**src/rtl/sr_bank_driver_pkg.sv**
```systemverilog
// Shared types for the set/reset bank driver: FSM states and phase-counter sizing.
package sr_bank_driver_pkg;

    typedef enum logic [2:0] {
        ST_INIT  = 3'd0,
        ST_GAP_I = 3'd1,
        ST_IDLE  = 3'd2,
        ST_SET   = 3'd3,
        ST_GAP1  = 3'd4,
        ST_CLR   = 3'd5,
        ST_GAP2  = 3'd6,
        ST_DONE  = 3'd7
    } sr_state_e;

    // Counter must hold the longest phase length, including the INIT reload of PULSE_CYC.
    function automatic int cnt_w(input int p, input int g);
        int m;
        m = (p > g) ? p : g;
        return (m < 1) ? 1 : $clog2(m + 1);
    endfunction

endpackage

```
**src/rtl/sr_bank_driver_if.sv**
```systemverilog
// Request handshake and strobe/status bundle between control logic and the bank driver.
interface sr_bank_driver_if #(
    parameter int WIDTH = 8
);
    logic             req_valid;
    logic [WIDTH-1:0] req_data;
    logic             req_ready;
    logic [WIDTH-1:0] s_out;
    logic [WIDTH-1:0] r_out;
    logic [WIDTH-1:0] q_shadow;
    logic             busy;
    logic             done;

    modport master (
        output req_valid, req_data,
        input  req_ready, s_out, r_out, q_shadow, busy, done
    );

    modport slave (
        input  req_valid, req_data,
        output req_ready, s_out, r_out, q_shadow, busy, done
    );
endinterface

```
**src/rtl/sr_phase_timer.sv**
```systemverilog
// Loadable down-counter shared by all pulse and gap phases; zero_o marks the last phase cycle.
module sr_phase_timer #(
    parameter int CW      = 2,
    parameter int RST_VAL = 0
) (
    input  logic          clk,
    input  logic          rst,
    input  logic          load_i,
    input  logic [CW-1:0] load_val_i,
    output logic          zero_o
);

    logic [CW-1:0] cnt_q;

    always_ff @(posedge clk or posedge rst) begin
        if (rst)               cnt_q <= CW'(RST_VAL);
        else if (load_i)       cnt_q <= load_val_i;
        else if (cnt_q != '0)  cnt_q <= cnt_q - 1'b1;
    end

    assign zero_o = (cnt_q == '0);

endmodule

```
**src/rtl/sr_bank_driver.sv**
```systemverilog
// Drives S/R strobes so a WIDTH-cell set/reset bank ends up holding each accepted target word.
module sr_bank_driver
    import sr_bank_driver_pkg::*;
#(
    parameter int WIDTH     = 8,
    parameter int PULSE_CYC = 2,
    parameter int GAP_CYC   = 1
) (
    input  logic                clk,
    input  logic                rst,
    sr_bank_driver_if.slave     bus
);

    localparam int CW = cnt_w(PULSE_CYC, GAP_CYC);

    sr_state_e        st_q, st_d;
    logic [WIDTH-1:0] tgt_q, tgt_d, set_m_q, set_m_d, clr_m_q, clr_m_d;
    logic [WIDTH-1:0] s_q, s_d, r_q, r_d, q_q, q_d;
    logic             ready_q, ready_d, busy_q, busy_d, done_q, done_d;
    logic             accept, ph_zero, ph_load;
    logic [CW-1:0]    ph_val;

    assign accept = ready_q & bus.req_valid;

    always_comb begin
        tgt_d   = accept ? bus.req_data : tgt_q;
        set_m_d = accept ? (bus.req_data & ~q_q) : set_m_q;
        clr_m_d = accept ? (~bus.req_data & q_q) : clr_m_q;
    end

    // INIT is not re-entered by a transition, so the timer reset value sizes the first clear pulse;
    // the reset cycle itself shows r_out=0, hence PULSE_CYC rather than PULSE_CYC-1.
    sr_phase_timer #(.CW(CW), .RST_VAL(PULSE_CYC)) u_timer (
        .clk        (clk),
        .rst        (rst),
        .load_i     (ph_load),
        .load_val_i (ph_val),
        .zero_o     (ph_zero)
    );

    assign ph_load = (st_d != st_q);

    always_comb begin
        case (st_d)
            ST_SET, ST_CLR:            ph_val = CW'(PULSE_CYC - 1);
            ST_GAP_I, ST_GAP1, ST_GAP2: ph_val = CW'(GAP_CYC - 1);
            default:                   ph_val = '0;
        endcase
    end

    always_ff @(posedge clk or posedge rst) begin
        if (rst) st_q <= ST_INIT;
        else     st_q <= st_d;
    end

    always_comb begin
        st_d = st_q;
        case (st_q)
            ST_INIT:  if (ph_zero) st_d = ST_GAP_I;
            ST_GAP_I: if (ph_zero) st_d = ST_IDLE;
            ST_IDLE:
                if (accept) begin
                    if (set_m_d != '0)      st_d = ST_SET;
                    else if (clr_m_d != '0) st_d = ST_CLR;
                    else                    st_d = ST_DONE;
                end
            ST_SET:   if (ph_zero) st_d = ST_GAP1;
            ST_GAP1:  if (ph_zero) st_d = (clr_m_q != '0) ? ST_CLR : ST_DONE;
            ST_CLR:   if (ph_zero) st_d = ST_GAP2;
            ST_GAP2:  if (ph_zero) st_d = ST_DONE;
            ST_DONE:  st_d = ST_IDLE;
            default:  st_d = ST_INIT;
        endcase
    end

    // Outputs are decoded from the next state and registered, so they line up with st_q.
    always_comb begin
        s_d     = '0;
        r_d     = '0;
        ready_d = 1'b0;
        busy_d  = 1'b1;
        done_d  = 1'b0;
        q_d     = q_q;
        case (st_d)
            ST_INIT: r_d = '1;
            ST_SET:  s_d = set_m_d;
            ST_CLR:  r_d = clr_m_d;
            ST_IDLE: begin ready_d = 1'b1; busy_d = 1'b0; end
            ST_DONE: begin done_d = 1'b1; q_d = tgt_d; end
            default: ;
        endcase
    end

    always_ff @(posedge clk or posedge rst) begin
        if (rst) begin
            tgt_q   <= '0;
            set_m_q <= '0;
            clr_m_q <= '0;
            s_q     <= '0;
            r_q     <= '0;
            q_q     <= '0;
            ready_q <= 1'b0;
            busy_q  <= 1'b1;
            done_q  <= 1'b0;
        end else begin
            tgt_q   <= tgt_d;
            set_m_q <= set_m_d;
            clr_m_q <= clr_m_d;
            s_q     <= s_d;
            r_q     <= r_d;
            q_q     <= q_d;
            ready_q <= ready_d;
            busy_q  <= busy_d;
            done_q  <= done_d;
        end
    end

    assign bus.s_out     = s_q;
    assign bus.r_out     = r_q;
    assign bus.q_shadow  = q_q;
    assign bus.req_ready = ready_q;
    assign bus.busy      = busy_q;
    assign bus.done      = done_q;

endmodule

```
**src/flat_wrapper.sv**
```systemverilog
// flat-port wrapper written by rule: the top's interface ports become plain ports
module sr_bank_driver_flat import sr_bank_driver_pkg::*;
#(
    parameter int WIDTH     = 8,
    parameter int PULSE_CYC = 2,
    parameter int GAP_CYC   = 1
)
  (clk, rst, bus_req_valid, bus_req_data, bus_req_ready, bus_s_out, bus_r_out, bus_q_shadow, bus_busy, bus_done);
  sr_bank_driver_if #(.WIDTH(WIDTH)) bus_i ();
  input  logic clk;
  input  logic rst;
  input wire logic [$bits(bus_i.req_valid)-1:0] bus_req_valid;
  input wire logic [$bits(bus_i.req_data)-1:0] bus_req_data;
  output wire logic [$bits(bus_i.req_ready)-1:0] bus_req_ready;
  output wire logic [$bits(bus_i.s_out)-1:0] bus_s_out;
  output wire logic [$bits(bus_i.r_out)-1:0] bus_r_out;
  output wire logic [$bits(bus_i.q_shadow)-1:0] bus_q_shadow;
  output wire logic [$bits(bus_i.busy)-1:0] bus_busy;
  output wire logic [$bits(bus_i.done)-1:0] bus_done;
  assign bus_i.req_valid = bus_req_valid;
  assign bus_i.req_data = bus_req_data;
  assign bus_req_ready = bus_i.req_ready;
  assign bus_s_out = bus_i.s_out;
  assign bus_r_out = bus_i.r_out;
  assign bus_q_shadow = bus_i.q_shadow;
  assign bus_busy = bus_i.busy;
  assign bus_done = bus_i.done;
  sr_bank_driver #(.WIDTH(WIDTH), .PULSE_CYC(PULSE_CYC), .GAP_CYC(GAP_CYC)) u_core (.clk(clk), .rst(rst), .bus(bus_i));
endmodule
```
**config.mk**
```make
export PLATFORM = sky130hd
export DESIGN_NAME = sr_bank_driver_flat
export DESIGN_NICKNAME = d
export VERILOG_FILES = /design/src/rtl/sr_bank_driver_pkg.sv /design/src/rtl/sr_bank_driver_if.sv /design/src/rtl/sr_phase_timer.sv /design/src/rtl/sr_bank_driver.sv /design/src/flat_wrapper.sv
export SDC_FILE = /design/constraint.sdc
export NUM_CORES = 1
export LEC_CHECK = 0
export CAP_MARGIN = 40
export CORE_ASPECT_RATIO = 1.1
export CORE_MARGIN = 2
export CORE_UTILIZATION = 32
export CTS_CLUSTER_SIZE = 25
export DETAILED_ROUTE_END_ITERATION = 8
export SKIP_LAST_GASP = 1
export SYNTH_ARGS = -nofsm -noshare
export SYNTH_HDL_FRONTEND = slang
export SYNTH_HIERARCHICAL = 1
export SYNTH_SLANG_ARGS = --single-unit
```
**constraint.sdc**
```tcl
create_clock -name clk -period 4.7 [get_ports clk]
set_input_delay 0.94 -clock clk [delete_from_list [all_inputs] [get_ports clk]]
set_output_delay 0.94 -clock clk [all_outputs]
set_load 0.02 [all_outputs]
```
Word level (Yosys, flattened, before mapping)
Cells that the tools add are included.
Word-level totals
  bits in registers: 56
  latch bits: 0
  bits in writable memories: 0
  ROM bits: 0
  output and inout bits: 27
  memories kept: 0
Cells by class
  add/sub/neg operators: 1
  multipliers: 0
  div/mod/pow operators: 0
  magnitude comparators: 0
  equal/unequal tests: 12
  shift-type cells: 0
  muxes and demuxes: 22
  bitwise operators: 5
  reductions and logical operators: 9
Operators by type and width (count)
  8-bit 2-to-1 mux: 4
  3-bit 2-to-1 mux: 8
  3-bit one-hot mux with 8 select lines: 1
  8-bit nonzero test: 3
  3-bit == test, second input constant: 6
  8-bit AND: 2
  8-bit NOT: 2
  8-bit one-hot mux with 2 select lines: 1
  3-bit by 2-bit == test with 1-bit output, second input constant: 4
  2-bit 2-to-1 mux: 4
  3-bit logical NOT: 2
  1-bit 2-to-1 mux: 4
  2-bit nonzero test: 2
  3-bit by 1-bit == test with 1-bit output, second input constant: 1
  3-bit inequality test: 1
  2-bit logical NOT: 1
  2-bit OR reduction: 1
  2-bit by 1-bit subtractor with 2-bit output, second input constant: 1
  1-bit AND: 1

Depth between registers and ports, before layout
  depth in word-level cells: 12
  gate-level depth with buffers: 11

By module
The synthesis kept the hierarchy.
Modules (own cells, without submodules)
  sr_bank_driver: times used 1, cells each 187, area an instance 2285.9 µm², seq. area each 1352.5 µm²
  sr_phase_timer: times used 1, cells each 13, area an instance 128.9 µm², seq. area each 51.3 µm²

Worst setup path before layout
No wires, ideal clock.
  path type: input -> register
  start point: input port bus_req_valid
  end point: register u_core.q_q[0], in the netlist u_core/bus.q_shadow[0]
  setup time: 0.125 ns
  arrival: 2.700 ns
  setup slack: 1.875 ns
  stages: 9
  path buffers: 2
  path through: nand2_2 > buf_6 > mux2_4 > nor4_4 > o211ai_2 > a32oi_2 > and3b_1 > buf_6 > mux2_4
On the way
  elaborated cells on any way between the ends: 11
RTL lines
  from (decl): RTL line flat_wrapper.sv:12  | input wire logic [$bits(bus_i.req_valid)-1:0] bus_req_valid;
  1-bit AND: RTL line sr_bank_driver.sv:23  | assign accept = ready_q & bus.req_valid;
  8-bit 2-to-1 mux: RTL line sr_bank_driver.sv:27  | set_m_d = accept ? (bus.req_data & ~q_q) : set_m_q;
  named net u_core.set_m_d[6]: RTL line sr_bank_driver.sv:17  | logic [WIDTH-1:0] tgt_q, tgt_d, set_m_q, set_m_d, clr_m_q, clr_m_d;
  8-bit nonzero test: RTL line sr_bank_driver.sv:63  | if (set_m_d != '0) st_d = ST_SET;
  3-bit 2-to-1 mux: RTL line sr_bank_driver.sv:63
  3-bit 2-to-1 mux: RTL line sr_bank_driver.sv:62  | if (accept) begin
  3-bit one-hot mux with 8 select lines: RTL line sr_bank_driver.sv:58  | case (st_q)
  3-bit == test: RTL line sr_bank_driver.sv:84  | case (st_d)
  to (signal assigned): RTL line sr_bank_driver.sv:111  | q_q <= q_d;
  to (decl): RTL line sr_bank_driver.sv:18  | logic [WIDTH-1:0] s_q, s_d, r_q, r_d, q_q, q_d;
The timed path passes the listed nets, and every way through them passes these cells.
A chain may end at the register's enable or synchronous reset.

Worst setup path after layout
  start point: input port bus_req_valid
  end point: register u_core.q_q[5], in the netlist u_core/bus.q_shadow[5]
The elaborated chain is that of the path after synthesis.

==> metrics.log <==
[metrics] area growth from synthesis to layout: 22.44%
[metrics] Resized cells post-CTS: 0
[metrics] Clock Skew: 0.01100 ns
[metrics] max cap viols: 0
[metrics] worst hold path type: reg -> reg
[metrics] Cell Pwr Density: 688.5 mW/mm²
[metrics] Yosys Warn Count: 6
[metrics] number of global-route vias before repair: approximately 1500
[metrics] ANT cells: 0
[metrics] Hold Vio Cnt, Final: 0
[metrics] Max Freq: 272.1 MHz
[metrics] flip-flop and latch count after synthesis: 56
[metrics] maximum buffer depth of the clock tree: 2
[metrics] post-synthesis average cell area: 12.07 µm²
[metrics] final-stage net count: between 200 and 250
[metrics] number of instances in the synthesized netlist: 200
[metrics] detailed placer's ending HPWL: 3416 µm
[metrics] RD Place Congestion: 0.8481
[metrics] clock sink count: 56
[metrics] number of DRC markers after the initial detailed-route iteration: 126
[metrics] critical path endpoint: u_core/bus.q_shadow[5]
[metrics] top_reg_cell synth: dfrtp_1
[metrics] sequential area share after synthesis: 58.13%
[metrics] Total Routing Usage GR: ~12%
[metrics] worst slack on hold paths: 0.4967 ns
[metrics] Lkg Pwr: 0.001418 µW
[metrics] kind of end point of the critical path: flip-flop
[metrics] total number of H-tree levels: 2
[metrics] Routed Wire Length: 4685 µm
[metrics] category of the most critical setup path: in -> reg
[metrics] number of cells on the worst reg-to-reg path: 8
[metrics] floorplan die area: about 0.0083 mm²
[metrics] vias per cell: 4.787
[metrics] number of different library cells in the post-synthesis netlist: 39
[metrics] arrival time worst endpoint: between 3 and 4 ns
[metrics] post-CTS setup buffer count: 0
[metrics] average wire length per cell after detail routing: 14.46 µm
[metrics] remaining global-route overflow: 0
[metrics] worst flop-to-flop path startpoint: u_core/bus.req_ready
[metrics] number of fill cells: about 710
[metrics] synthesized netlist net count: 212
[metrics] outcome: finished, final reports clean
[metrics] CP Max Fanout: 20
[metrics] shortest clock period the worst path allows after layout: 3.676 ns
[metrics] combined area of all synthesized cells: 0.002415 mm²
[metrics] clock edge transition at the registers on the reported setup and hold paths: 0.10 ns
[metrics] count of input and output buffers: 37
[metrics] Post-DRT Antenna Nets: 0
[metrics] horizontal die dimension: 86.83 µm
[metrics] Max rail drop VDD: around 0.00027 V
[metrics] site row count: 33
[metrics] setup TNS after final layout: 0 ns
[metrics] total DRC errors in the routed layout: 0
[metrics] WP data required: between 4 and 5 ns
[metrics] boundary pin count: 38
[metrics] share of the core filled with cells in the final layout: 40.00%
[metrics] Slew @ Worst Pin: 0.6809 ns
[metrics] post-route insts no fill: between 300 and 400
[metrics] chip height: 95.11 µm
[metrics] sort of element at the start of the critical path: input port
[metrics] TritonCTS Buffers: 5
[metrics] wire length of the first global-routing pass: a little under 8000 µm
[metrics] beginning of the critical path: bus_req_valid
[metrics] headroom to the max-slew limit: 54.61%
[metrics] DR vias: 1551
[metrics] clk_lat worst skew: between 0.3 and 0.4 ns
[metrics] Clock Root Buffer: clkbuf_8
[metrics] number of flops mapped to enable cells by yosys: 0
[metrics] antenna violations before repair: 0
[metrics] initial standard-cell utilization of the core: 32.67%
[metrics] clock tree from TritonCTS: yes
[metrics] async set-reset flop share out of synthesis: 100.0%
[metrics] hold buffer count at CTS: 0
[metrics] destination of the worst register-to-register timing path: u_core/bus.q_shadow[5]
[metrics] Floorplan Core Area: 0.007391 mm²
[metrics] RSZ-0062 raised after global routing: no
[metrics] count of placed standard cells including taps: 316
[metrics] Worst R2R Setup Slack: between 1.5 and 2 ns
[metrics] final slew viol count: 0
[metrics] period utilization: around 78%
[metrics] fraction of layout cells with a size suffix above 1: 17.72%
[metrics] maximum number of pins on one net before global-route repair: 33
[metrics] number of iterations in the first detailed-routing pass: 4
[metrics] final setup violation count: 0
[metrics] Power, Total: 2036 µW
[placed cells by master, fill, tap and decap left out, drive strengths merged, types with 3 or more instances in the layout]
cell and n:
inv 16, nand4 3, and4b 8, nor2b 7
and3 8, buf 4, nand2 10, clkdlybuf4s50 37
nor4 3, o21ai 19, dfrtp 54, mux2 20
a21oi 13, nand2b 4, clkbuf 6
[metal layers]
metal	vias to the layer above	wire (µm)	GRT usage [%]
met5	-	0	0
met4	0	89	5.078
met3	5	199	3.290
met2	36	2087	18.19
met1	744	2308	17.50
li1	766	-	-
[final cells by class]
type	count	area (µm²)	area share, %
repair buffers	41	400.4	13.54
flip-flops and latches	56	1404	47.48
well taps	87	108.9	3.682
clock inverters	2	10.01	0.3386
clock buffers	6	82.58	2.793
multi-input cells	116	890.9	30.13
inverters	16	60.06	2.031
[per-stage QoR]
step           setup slack [ns]  area (µm²)
6_report                  1.024        2957
5_1_grt                  0.8810        2957
4_1_cts                   1.020        2957
3_5_place_dp             0.6756        2864
3_3_place_gp             0.7786        2856
2_1_floorplan             1.875        2415
[Yosys cell counts, types with 3 or more instances]
cell type / count / area, µm²
dfrtp_1: 54 / 1351
o21ai_0: 18 / 90.09
inv_1: 16 / 60.06
a21oi_1: 13 / 65.06
mux2_2: 11 / 123.9
mux2_4: 9 / 135.1
nand2_1: 9 / 33.78
and3_1: 8 / 50.05
and4b_1: 8 / 80.08
clkbuf_1: 7 / 26.28
nor2b_1: 6 / 37.54
nand2b_1: 4 / 25.02
buf_1: 3 / 11.26
nand4_1: 3 / 18.77
[cell families (layout without fill, tap and decap cells)]
group | Yosys count | in the layout | synth area share (%)
flops | 56 | 56 | 58.13
xor+xnor | 2 | 2 | 0.7255
compound gates | 41 | 41 | 10.31
fa+ha+maj | 1 | 1 | 0.5181
mux | 20 | 20 | 10.73
simple gates | 51 | 51 | 14.46
other cells | 1 | 1 | 0.1553
buf+inv | 28 | 65 | 4.974
[where the power goes]
group	leakage, µW	internal [µW]	total (µW)	switching (µW)
Sequential	0.000716	683	813	130
Combinational	0.000651	461	954	493
Clock	0.0000510	118	269	151
[worst min path at each step]
| stage | depth (start not counted) | to | slack, ns | from |
|---|---|---|---|---|
| 2_1_floorplan | 2 | u_core/set_m_q[0] | 0.45 | u_core/set_m_q[0] |
| 5_1_grt | 1 | u_core/tgt_q[2] | 0.53 | u_core/tgt_q[2] |
| 4_1_cts | 2 | u_core/set_m_q[2] | 0.50 | u_core/set_m_q[2] |
| 3_5_place_dp | 2 | u_core/set_m_q[2] | 0.47 | u_core/set_m_q[2] |
| 3_3_place_gp | 2 | u_core/set_m_q[2] | 0.47 | u_core/set_m_q[2] |
| 6_report | 2 | u_core/set_m_q[2] | 0.50 | u_core/set_m_q[2] |
[critical path: stages]
cell,delay [ns]
clkdlybuf4s50_1,0.60
nand2_2,0.45
mux2_2,0.43
nor4_4,0.35
o211ai_2,0.13
a32oi_2,0.27
and3b_1,0.20
buf_4,0.18
mux2_4,0.30
[flip-flops by register name, indices dropped and copies added, names as in the netlist]
register and flops:
u_core/bus.q_shadow 8, u_core/st_q 3, u_core/clr_m_q 8, u_core/bus.r_out 8
u_core/tgt_q 8, u_core/set_m_q 8, u_core/bus.busy 1, u_core/bus.s_out 8
u_core/bus.done 1, u_core/u_timer/cnt_q 2, u_core/bus.req_ready 1
Power figures use the tool's default switching activity.
